## src/rtl/instr_fetch_unit.sv

```systemverilog
// Instruction fetch unit: single-outstanding fetch FSM feeding a small in-order instruction buffer.
// Optional retired-fetch counter on the fetch_count port is built when IFU_PERF_CNT_EN is defined.
module instr_fetch_unit #(
    parameter logic [63:0] RESET_PC  = 64'h0,
    parameter int          BUF_DEPTH = 2
) (
    input  logic        clk,
    input  logic        rst_n,
    output logic        imem_req,
    output logic [63:0] imem_addr,
    input  logic        imem_ack,
    input  logic [31:0] imem_rdata,
    output logic [31:0] instr,
    output logic [63:0] instr_pc,
    output logic        instr_valid,
    input  logic        instr_ready,
    input  logic        redirect,
    input  logic [63:0] redirect_pc
`ifdef IFU_PERF_CNT_EN
    ,
    output logic [31:0] fetch_count
`endif
);

    localparam int PTR_W = (BUF_DEPTH > 1) ? $clog2(BUF_DEPTH) : 1;
    localparam int CNT_W = PTR_W + 1;
    localparam logic [CNT_W-1:0] DEPTH_C = CNT_W'(BUF_DEPTH);
    localparam logic [63:0] ALIGN_MASK = 64'hFFFF_FFFF_FFFF_FFFC;

    typedef enum logic [1:0] {
        IDLE  = 2'd0,
        FETCH = 2'd1,
        STALL = 2'd2,
        DROP  = 2'd3
    } state_t;

    state_t             state_r;
    state_t             state_nxt_s;
    logic [63:0]        pc_r;
    logic [63:0]        pc_nxt_s;
    logic [63:0]        addr_r;
    logic [63:0]        addr_nxt_s;
    logic               req_r;
    logic               req_nxt_s;
    logic [CNT_W-1:0]   count_r;
    logic [CNT_W-1:0]   count_nxt_s;
    logic [PTR_W-1:0]   wr_ptr_r;
    logic [PTR_W-1:0]   rd_ptr_r;
    logic [31:0]        buf_instr_r [BUF_DEPTH];
    logic [63:0]        buf_pc_r    [BUF_DEPTH];
    logic               full_s;
    logic               push_s;
    logic               pop_s;

    assign full_s = (count_r == DEPTH_C);
    // Flush wins over both push and pop; a full buffer only accepts data when it is popped the same cycle.
    assign pop_s  = (count_r != {CNT_W{1'b0}}) & instr_ready & ~redirect;
    assign push_s = (state_r == FETCH) & imem_ack & ~redirect & (~full_s | pop_s);

    // Occupancy after this cycle's flush/push/pop.
    always_comb begin
        count_nxt_s = count_r;
        if (redirect) begin
            count_nxt_s = {CNT_W{1'b0}};
        end else begin
            count_nxt_s = count_r + CNT_W'(push_s) - CNT_W'(pop_s);
        end
    end

    // Next state, next fetch PC and the address/request presented to memory.
    always_comb begin
        state_nxt_s = state_r;
        pc_nxt_s    = pc_r;
        if (redirect) begin
            pc_nxt_s = redirect_pc & ALIGN_MASK;
        end else if (push_s) begin
            pc_nxt_s = pc_r + 64'd4;
        end else begin
            pc_nxt_s = pc_r;
        end
        case (state_r)
            IDLE: begin
                state_nxt_s = FETCH;
            end
            FETCH: begin
                if (redirect) begin
                    state_nxt_s = imem_ack ? FETCH : DROP;
                end else if (push_s) begin
                    state_nxt_s = (count_nxt_s < DEPTH_C) ? FETCH : STALL;
                end else begin
                    state_nxt_s = FETCH;
                end
            end
            STALL: begin
                if (redirect) begin
                    state_nxt_s = FETCH;
                end else if (count_nxt_s < DEPTH_C) begin
                    state_nxt_s = FETCH;
                end else begin
                    state_nxt_s = STALL;
                end
            end
            DROP: begin
                if (imem_ack) begin
                    state_nxt_s = FETCH;
                end else begin
                    state_nxt_s = DROP;
                end
            end
            default: begin
                state_nxt_s = IDLE;
            end
        endcase
        // While dropping, the stale request must stay on the bus at its original address.
        if (state_nxt_s == DROP) begin
            addr_nxt_s = addr_r;
        end else begin
            addr_nxt_s = pc_nxt_s;
        end
        req_nxt_s = (state_nxt_s == FETCH) || (state_nxt_s == DROP);
    end

    // FSM state, fetch PC and registered memory request.
    always_ff @(posedge clk or negedge rst_n) begin
        if (!rst_n) begin
            state_r <= IDLE;
            pc_r    <= RESET_PC;
            addr_r  <= RESET_PC;
            req_r   <= 1'b0;
        end else begin
            state_r <= state_nxt_s;
            pc_r    <= pc_nxt_s;
            addr_r  <= addr_nxt_s;
            req_r   <= req_nxt_s;
        end
    end

    // Buffer occupancy and read/write pointers.
    always_ff @(posedge clk or negedge rst_n) begin
        if (!rst_n) begin
            count_r  <= {CNT_W{1'b0}};
            wr_ptr_r <= {PTR_W{1'b0}};
            rd_ptr_r <= {PTR_W{1'b0}};
        end else if (redirect) begin
            count_r  <= {CNT_W{1'b0}};
            wr_ptr_r <= {PTR_W{1'b0}};
            rd_ptr_r <= {PTR_W{1'b0}};
        end else begin
            count_r <= count_nxt_s;
            if (push_s) begin
                wr_ptr_r <= wr_ptr_r + PTR_W'(1);
            end
            if (pop_s) begin
                rd_ptr_r <= rd_ptr_r + PTR_W'(1);
            end
        end
    end

    // Buffer storage; cleared on reset so the head reads as zero.
    always_ff @(posedge clk or negedge rst_n) begin
        if (!rst_n) begin
            for (int i = 0; i < BUF_DEPTH; i++) begin
                buf_instr_r[i] <= 32'h0;
                buf_pc_r[i]    <= 64'h0;
            end
        end else if (push_s) begin
            buf_instr_r[wr_ptr_r] <= imem_rdata;
            buf_pc_r[wr_ptr_r]    <= pc_r;
        end
    end

    assign imem_req    = req_r;
    assign imem_addr   = addr_r;
    assign instr       = buf_instr_r[rd_ptr_r];
    assign instr_pc    = buf_pc_r[rd_ptr_r];
    assign instr_valid = (count_r != {CNT_W{1'b0}});

`ifdef IFU_PERF_CNT_EN
    logic [31:0] fetch_count_r;

    // Retired-fetch counter, one per instruction handed to the datapath.
    always_ff @(posedge clk or negedge rst_n) begin
        if (!rst_n) begin
            fetch_count_r <= 32'h0;
        end else if (pop_s) begin
            fetch_count_r <= fetch_count_r + 32'd1;
        end
    end

    assign fetch_count = fetch_count_r;
`endif

endmodule

```

## config.mk

```make
export PLATFORM = sky130hd
export DESIGN_NAME = instr_fetch_unit
export DESIGN_NICKNAME = d
export VERILOG_FILES = /design/src/rtl/instr_fetch_unit.sv
export SDC_FILE = /design/constraint.sdc
export NUM_CORES = 1
export LEC_CHECK = 0
export ABC_AREA = 1
export BUFFER_PORTS_ARGS = -buffer_cell sky130_fd_sc_hd__buf_2
export CORE_UTILIZATION = 35
export DETAILED_ROUTE_END_ITERATION = 10
export GPL_TIMING_DRIVEN = 0
export PLACE_DENSITY = 0.56
export SETUP_SLACK_MARGIN = 0.5
export SYNTH_ARGS = -nofsm -noshare
export SYNTH_HDL_FRONTEND = slang
export SYNTH_SLANG_ARGS = --single-unit
```

## constraint.sdc

```tcl
create_clock -name clk -period 1.8 [get_ports clk]
set_input_delay 0.09 -clock clk [delete_from_list [all_inputs] [get_ports clk]]
set_output_delay 0.09 -clock clk [all_outputs]
set_load 0.01 [all_outputs]
```

==> qor.yml, run 1 <==
drt_iter0_drc: 1123
diodes: 0
hp-class: "primary input to asynchronous set/reset pin"
yosysTopAreaCellShare_pct: 52.8
status: "finished, violations left"
dpl.hpwl_um: 41500
yosysWarnings: 0
seq_area_frac_synth_pct: 52.8
grt_pass1_wl_um: 96000
core_area_um2: 43400
netlist_instances: 2036
period_share_pct: 111
crit_top_cell: "nor2_4"
design_area_um2: 27200
leakage_nw: 13.2
fin_util_pct: 62.8
fin_skew_ns: 0.0232
drive_above_1_share_pct: 48.8
clock_latency_ns: 0.56
clk_path_buf_depth: 3
violations: "negative hold slack, negative setup slack"
synth_area_leaders: "dfrtp_1 (53%), nand2_1 (21%), o21ai_0 (6.5%), inv_1 (3.5%), nor2_1 (3.3%)"
port_buffers: 260
slew_viol_final: 0
start_kind: "flip-flop"
die_area_um2: 45000
vdd_drop_max_mv: 0.602
synth_cell_types: 36
synth_fp_nets: 2140
grt-ovfl-total: 0
fin_setup_tns_ns: -24.66
wl_um: 65800
grt_pass1_vias: 16600
postSynthAreaPerCell_um2: 7.59
yosys_most_used_dff: "dfrtp_1"
finalNonFillerCells: 3267
arrival_ns: 2.46
max_stage_delay_ns: 0.46
via_per_inst: 5.00
crit_type: "flip-flop to flip-flop"
drc_errors: 0
place.gp.congestion: 0.914
slowest_stage: "dfrtp_2"
grt_max_degree: 89
cts_tree: "built"
crit_path_max_fanout: 4
ys_ff_latch: 326
min_period_ns: 2.00
pin_count: 263
grt_usage_pct: 28.4
vias: 16300
die_h_um: 212
synth.most_common_cell: "nand2_1"
cp.required_ns: 2.26
area_delta_synth_final_pct: 76.1
firstDrtPassIters: 5
setup_ws_ns: -0.204
cts_hold_buf: 94
clk_pin_slew_ns: 0.06
maxCapViolCount: 0
end_kind: "flip-flop"
synth_top_cell_by_area: "dfrtp_1"
dp.cells: 2884
place_ws_ns: -0.768
cts_inserted_buffers: 38
wl_per_cell_um: 20.2
nets: 2760
hold_ws_ns: -0.506
netlist_area_um2: 15500
max_freq_mhz: 499
place_area_um2: 17900
rsz0062_at_grt: "true"
worstMarginPinSlew_ns: 1.17
antenna_found_initial: 0
hold_violations: 105
cts.htree.levels: 2
clkSinkCount: 326
antenna_left: 0
finalSetupViolCount: 333
synth-edff-count: 0
relSlewSlack_pct: 22.0
synth_common_cells: "nand2_1 (872), dfrtp_1 (326), o21ai_0 (201)"
path_cells: "ha_4, inv_4, nor2_4, nand3_2, nor2_4, nand2_4, o21ai_1, nand3_4, a31oi_1"
rows: 76
cts_root_buf: "clkbuf_16"
ys_async_sr_fraction_pct: 100
initial_utilization_pct: 35.7
power_density_nw_per_um2: 1030
dieWidth_um: 212
-- flip-flops by register name (all words and copies together) (netlist names) --
signal       cells
buf_pc_r       128
buf_instr_r     64
imem_addr       64
pc_r            64
count_r          2
imem_req         1
rd_ptr_r         1
state_r          1
wr_ptr_r         1
-- final timing paths --
path	from	to	slack, ns	cells after the start
setup reg to reg	pc_r[3]$_DFF_PN0_	imem_addr[36]$_DFFE_PN0P_	-0.20	9
min in group clk	instr_ready	rd_ptr_r$_DFFE_PN0P_	-0.01	4
max in group asynchronous	rst_n	pc_r[29]$_DFF_PN0_	0.98	3
hold reg to reg	imem_addr[55]$_DFFE_PN0P_	imem_addr[55]$_DFFE_PN0P_	0.47	2
hold / removal	rst_n	buf_pc_r[119]$_DFFE_PN0P_	-0.51	1
setup / recovery	pc_r[3]$_DFF_PN0_	imem_addr[36]$_DFFE_PN0P_	-0.20	9
-- per-stage QoR --
step / power (mW) / hold WS, ns
2_1_floorplan: 13.4 / -0.206
4_1_cts: 27.1 / -0.483
6_report: 28.1 / -0.506
3_3_place_gp: 15.8 / 0.327
5_1_grt: 29.5 / -0.474
3_5_place_dp: 15.9 / 0.108
-- critical path: cells and delay by family, from the launching register on --
family | cells | cell delay (ns)
AOI/OAI and AO/OA | 2 | 0.46
and+or+nand+nor | 5 | 0.74
adders and majority gates | 1 | 0.20
DFF | 1 | 0.46
buffers and inverters | 1 | 0.04
-- where the power goes --
group          internal, mW  switching (mW)
registers              9.15            1.63
logic                  4.87            4.87
clock network          4.45            3.16
-- metal layers --
layer  vias to the layer above  share of wire, %  global-route usage [%]
li1                       7655                 -                       -
met2                       539                49                    47.6
met1                      8012                43                    37.6
met3                       137               5.0                    3.60
met5                         -                 0                       0
met4                         0               3.4                    10.1
-- layout make-up --
cell class | instances | area (um2)
plain buffers | 96 | 1580
clock buffers | 57 | 1120
clock inverters | 9 | 88.8
fillers | 3561 | 16100
inverters | 146 | 566
multi-input cells | 1468 | 9500
flip-flops and latches | 326 | 8190
well taps | 585 | 732
repair buffers | 580 | 5430
-- timing repair --
action | CTS | global route
setup endpoints to repair | 421 | 422
buffers inserted | 123 | 56
hold endpoints to repair | 259 | 73
pin swaps | 177 | 172
gates resized for setup | 1033 | 314
gates cloned | 43 | 1
-- layout by cell type, fill, tap and decap left out, types with 90 or more instances in the layout --
cell type and instances:
buf_4 112, nand2_1 493, nand2_4 144, inv_1 133, clkbuf_16 90, o21ai_1 169, dfrtp_1 298, buf_6 124
nand2_2 234, dlygate4sd3_1 94, buf_2 187
-- cells by family (layout without fill, tap and decap cells) --
| group | count (synthesis) | in the layout | synth area share [%] |
|---|---|---|---|
| flip-flops | 326 | 326 | 52.8 |
| AO/OA/AOI/OAI | 268 | 268 | 9.15 |
| XOR/XNOR | 19 | 19 | 1.08 |
| buffers and inverters | 242 | 888 | 6.06 |
| adder cells (fa/ha/maj) | 3 | 3 | 0.243 |
| AND/OR/NAND/NOR | 1178 | 1178 | 30.7 |
No activity file was read; power rests on OpenSTA's default activity.
==> run 2: changes to the inputs <==
CORE_MARGIN = 8   (was unset)
==> run 2 against run 1 <==
  * The flow still finishes with violations (negative hold slack, negative setup slack)
  * Final area about the same
  * Combinational power up 2.3%
  * Non-clock buffer count down 29
  * Setup slack better by 0.0064 ns
  * Sequential share of layout area about the same
  * Critical endpoint is now imem_addr[52]$_DFFE_PN0P_
  * Register-to-register slack about the same
  * First-iteration DRC count up 0.62%
  * Die area up 14%
  * Critical path depth up 3
  * Largest power group unchanged
  * Flip-flop and latch count unchanged
  * Global-route usage down 3.9 points
==> qor.yml, run 2 (synthesized netlist as in run 1, its figures left out) <==
status: "finished, violations left"
violations: "negative hold slack, negative setup slack"
rsz0062_at_grt: "true"
initial_utilization_pct: 35.2
met3_length_um: 3130
finalSetupViolCount: 315
layout_commonest_cell: "nand2_1"
antenna_found_initial: 0
crit_type: "flip-flop to flip-flop"
die_area_um2: 51100
place.gp.congestion: 0.902
fill_cells: 3623
r2r_cells: 12
cts_inserted_buffers: 38
hold_violations: 113
rows: 77
grt_pass1_wl_um: 96500
cp.required_ns: 2.24
clock_latency_ns: 0.56
hold_ws_ns: -0.501
leakage_nw: 13.0
antenna_left: 0
drive_above_1_share_pct: 50.4
clkSinkCount: 326
wl_per_cell_um: 20.5
wl_um: 66700
finalNonFillerCells: 3245
cts_root_buf: "clkbuf_16"
cts_hold_buf: 94
hp-class: "primary input to asynchronous set/reset pin"
wl_met1_um: 28700
timing.rr.end: "imem_addr[52]$_DFFE_PN0P_"
cts_tree: "built"
wl_met2_um: 32200
drc_errors: 0
mostFrequentLayoutCells: "nand2_1 (448), dfrtp_1 (303), nand2_2 (249)"
arrival_ns: 2.44
start_kind: "flip-flop"
power_mw: 29.0
via_per_inst: 5.00
grt_usage_pct: 24.5
design_area_um2: 27200
die_h_um: 226
worstMarginPinSlew_ns: 1.13
clk_path_buf_depth: 3
dr.max_layer_used: "met4"
r2r_setup_slack_ns: -0.20
place_area_um2: 17900
max_freq_mhz: 501
pin_count: 263
fin_setup_tns_ns: -28.45
r2r-start: "pc_r[2]$_DFF_PN0_"
vias: 16200
relSlewSlack_pct: 24.6
cts.htree.levels: 2
vdd_drop_max_mv: 0.642
slew_viol_final: 0
grt_pass1_vias: 16400
dpl.hpwl_um: 43800
firstDrtPassIters: 5
maxCapViolCount: 0
min_period_ns: 2.00
setup_ws_ns: -0.198
end_kind: "flip-flop"
largest_reg_flops: 128
dp.cells: 2891
clk_pin_slew_ns: 0.06
port_buffers: 260
diodes: 0
fin_skew_ns: 0.0192
core_area_um2: 43900
nets: 2731
area_delta_synth_final_pct: 76.1
grt_max_degree: 113
power_density_nw_per_um2: 1060
regMostFlops: "buf_pc_r"
period_share_pct: 111
crit_path_max_fanout: 5
drt_iter0_drc: 1130
grt-ovfl-total: 0
dieWidth_um: 226
[run 2: cell count changes in the layout (fill, tap and decap cells not counted), sizes merged]
cell / before / now
clkinvlp: 0 / 1
buf: 484 / 465
inv: 146 / 148
clkinv: 8 / 6
clkbuf: 155 / 141
bufinv: 1 / 4
[run 2: critical path: stages (launching register included)]
cell and delay [ns]:
dfrtp_1 0.44, ha_4 0.22, inv_4 0.05, nor2_4 0.15, nand3_2 0.12, nor2_4 0.23, nand2_4 0.11, nor2_4 0.16
nand3_1 0.11, nand2_2 0.10, nand2_1 0.05, nand3_1 0.08, nand2_1 0.06
[run 2: cell type report]
class / count / area [um2] / area share (%)
buffer: 96 / 1450 / 5.32
clock buffer: 53 / 1110 / 4.07
inverter: 146 / 566 / 2.08
timing repair buffer: 551 / 5240 / 19.2
multi-input combinational: 1468 / 9750 / 35.8
tap: 592 / 741 / 2.72
clock inverter: 13 / 190 / 0.699
sequential: 326 / 8190 / 30.1
[run 2: where the power goes]
group	internal (mW)	total, mW	switching, mW	leakage (nW)
sequential	9.15	10.9	1.78	4.00
combinational	4.98	9.96	4.98	8.38
clock	4.88	8.08	3.20	0.639
total	19.0	29.0	9.95	13.0
[run 2: worst max-delay path by stage]
stage                                           end  slack [ns]                 start
after CTS                        imem_req$_DFF_PN0_       -0.16  state_r[1]$_DFF_PN0_
final                     imem_addr[52]$_DFFE_PN0P_       -0.20     pc_r[2]$_DFF_PN0_
after detailed placement  imem_addr[30]$_DFFE_PN0P_       -0.81              redirect
after floorplan                  imem_req$_DFF_PN0_        0.09    imem_req$_DFF_PN0_
after global placement    imem_addr[15]$_DFFE_PN0P_       -5.73                 rst_n
after global routing      imem_addr[58]$_DFFE_PN0P_       -0.29    pc_r[17]$_DFF_PN0_
[run 2: timing repair]
item	in CTS	in global routing
resized for setup	893	519
buffers inserted	100	47
pin swaps	167	141
endpoints found under the hold margin	259	73
endpoints found under the setup margin	421	421
gates cloned	27	20
[run 2: per-stage QoR]
step                utilization [%]  setup slack [ns]
finish                         62.0            -0.198
global route                   62.0            -0.292
CTS                            56.0            -0.161
detailed placement             40.8            -0.806
global placement               40.6             -5.73
floorplan                         -            0.0853
[run 2: layer usage]
layer | global-route usage [%] | vias to the layer above
met5 | 0 | -
met4 | 8.91 | 0
li1 | - | 7611
met3 | 4.21 | 135
met1 | 32.4 | 8041
met2 | 40.0 | 434
==> run 3: changes to the inputs <==
==> constraint.sdc (replaced) <==
create_clock -name clk -period 1.8 [get_ports clk]
set_input_delay 0.18 -clock clk [delete_from_list [all_inputs] [get_ports clk]]
set_output_delay 0.18 -clock clk [all_outputs]
set_load 0.01 [all_outputs]
==> run 3 against run 2 <==
  * The run still ends with negative hold slack, negative setup slack left
  * Utilization shrank 9.0 points
  * Hold slack better by 0.069 ns
  * Flip-flop and latch count is the same
  * Clock power is 7.2% lower
  * Power shrank 12%
  * Global-route usage down 1.3 points
  * Clock skew is 0.0024 ns higher
  * Die area did not move
  * Critical path type is now flip-flop to output port
==> qor.yml, run 3 (synthesized netlist as in run 1, its figures left out) <==
violations: "negative hold slack, negative setup slack"
r2r-start: "pc_r[14]$_DFF_PN0_"
start_kind: "flip-flop"
max_freq_mhz: 512
diodes: 0
cts_root_buf: "clkbuf_16"
met3_length_um: 3070
cts_tree: "built"
cts_inserted_buffers: 38
vias: 15500
port_buffers: 260
grt-ovfl-total: 0
core_area_um2: 43900
clk_pin_slew_ns: 0.06
largest_reg_flops: 128
grt_pass1_vias: 15500
min_period_ns: 1.96
slew_viol_final: 0
die_area_um2: 51100
clkSinkCount: 326
place_area_um2: 17900
cp.required_ns: 1.62
die_h_um: 226
dieWidth_um: 226
vdd_drop_max_mv: 0.567
cts_hold_buf: 92
max_stage_delay_ns: 0.39
place.gp.congestion: 0.923
nets: 2648
regMostFlops: "buf_pc_r"
fin_setup_tns_ns: -17.21
end_kind: "output port"
mostFrequentLayoutCells: "nand2_1 (723), dfrtp_1 (298), buf_2 (219)"
initial_utilization_pct: 35.2
worstMarginPinSlew_ns: 0.864
crit_path_max_fanout: 7
rows: 77
hold_ws_ns: -0.432
dpl.hpwl_um: 43200
firstDrtPassIters: 7
cts.htree.levels: 2
clk_path_buf_depth: 3
status: "finished, violations left"
grt_max_degree: 112
multiInputGateArea_um2: 7730
regArea_um2: 8190
fill_cells: 4165
grt_pass1_wl_um: 91200
layout_commonest_cell: "nand2_1"
wl_um: 61000
power_density_nw_per_um2: 1090
wl_per_cell_um: 19.3
maxCapViolCount: 0
relSlewSlack_pct: 42.4
rsz0062_at_grt: "true"
design_area_um2: 23300
arrival_ns: 1.78
finalSetupViolCount: 236
drc_errors: 0
slowest_stage: "dfrtp_1"
grt_usage_pct: 23.2
place_ws_ns: -0.878
via_per_inst: 4.89
fin_util_pct: 53.0
fin_skew_ns: 0.0216
antenna_found_initial: 0
pin_count: 263
antenna_left: 0
drive_above_1_share_pct: 33.8
hp-class: "primary input to asynchronous set/reset pin"
area_delta_synth_final_pct: 50.5
period_share_pct: 109
dr.max_layer_used: "met4"
crit_start: "rd_ptr_r$_DFFE_PN0P_"
wl_met2_um: 28400
clock_latency_ns: 0.56
crit_top_cell: "clkbuf_16"
r2r_cells: 12
wl_met1_um: 27300
drt_iter0_drc: 1048
crit_type: "flip-flop to output port"
power_mw: 25.4
setup_ws_ns: -0.155
leakage_nw: 11.4
hold_violations: 72
path_cells: "clkbuf_16, inv_12, clkbuf_16, clkbuf_16, nand2_4, nand2_4, buf_6"
run 3: final cells by class:
class                      instances  area share (%)
multi-input combinational       1468            33.2
inverter                         146            2.41
timing repair inverter             1          0.0376
tap                              592            3.18
timing repair buffer             467            15.8
clock buffer                      55            4.75
sequential                       326            35.2
clock inverter                     9           0.350
buffer                            96            5.04
run 3: per-stage QoR:
| stage | instances | hold slack (ns) |
|---|---|---|
| after global placement | 2888 | 0.418 |
| after global routing | 3160 | -0.388 |
| final | 3160 | -0.432 |
| after CTS | 3128 | -0.409 |
| after detailed placement | 2891 | 0.182 |
| after floorplan | 2036 | -0.116 |
run 3: repair_timing:
| item | CTS | global route |
|---|---|---|
| hold endpoints to repair | 227 | 68 |
| gates cloned | 17 | 2 |
| setup endpoints to repair | 430 | 433 |
| setup buffers | 64 | 30 |
| gates resized for setup | 431 | 171 |
| pin swaps | 55 | 68 |
run 3: worst max-delay path: cells and delay by family (launching register included):
family / cells / cell delay, ns
buf+inv: 5 / 0.69
flops: 1 / 0.39
simple gates: 2 / 0.13
run 3: routing by layer:
metal / vias to the layer above / GRT usage, %
li1: 7422 / -
met2: 475 / 37.7
met3: 103 / 3.30
met4: 0 / 8.83
met5: - / 0
met1: 7460 / 31.2
run 3: worst paths after layout:
kind,end,slack (ns)
setup reg to reg,imem_addr[38]$_DFFE_PN0P_,-0.12
setup / recovery,instr_pc[35],-0.16
max in group asynchronous,pc_r[8]$_DFF_PN0_,0.86
hold / removal,buf_pc_r[119]$_DFFE_PN0P_,-0.43
hold reg to reg,imem_addr[58]$_DFFE_PN0P_,0.47
min in group clk,pc_r[44]$_DFF_PN0_,0.04
run 3: where the power goes:
group / leakage, nW / switching [mW] / total (mW) / internal [mW]
Clock: 0.576 / 3.11 / 7.50 / 4.40
Combinational: 6.84 / 4.13 / 7.54 / 3.41
Sequential: 4.00 / 1.19 / 10.3 / 9.15
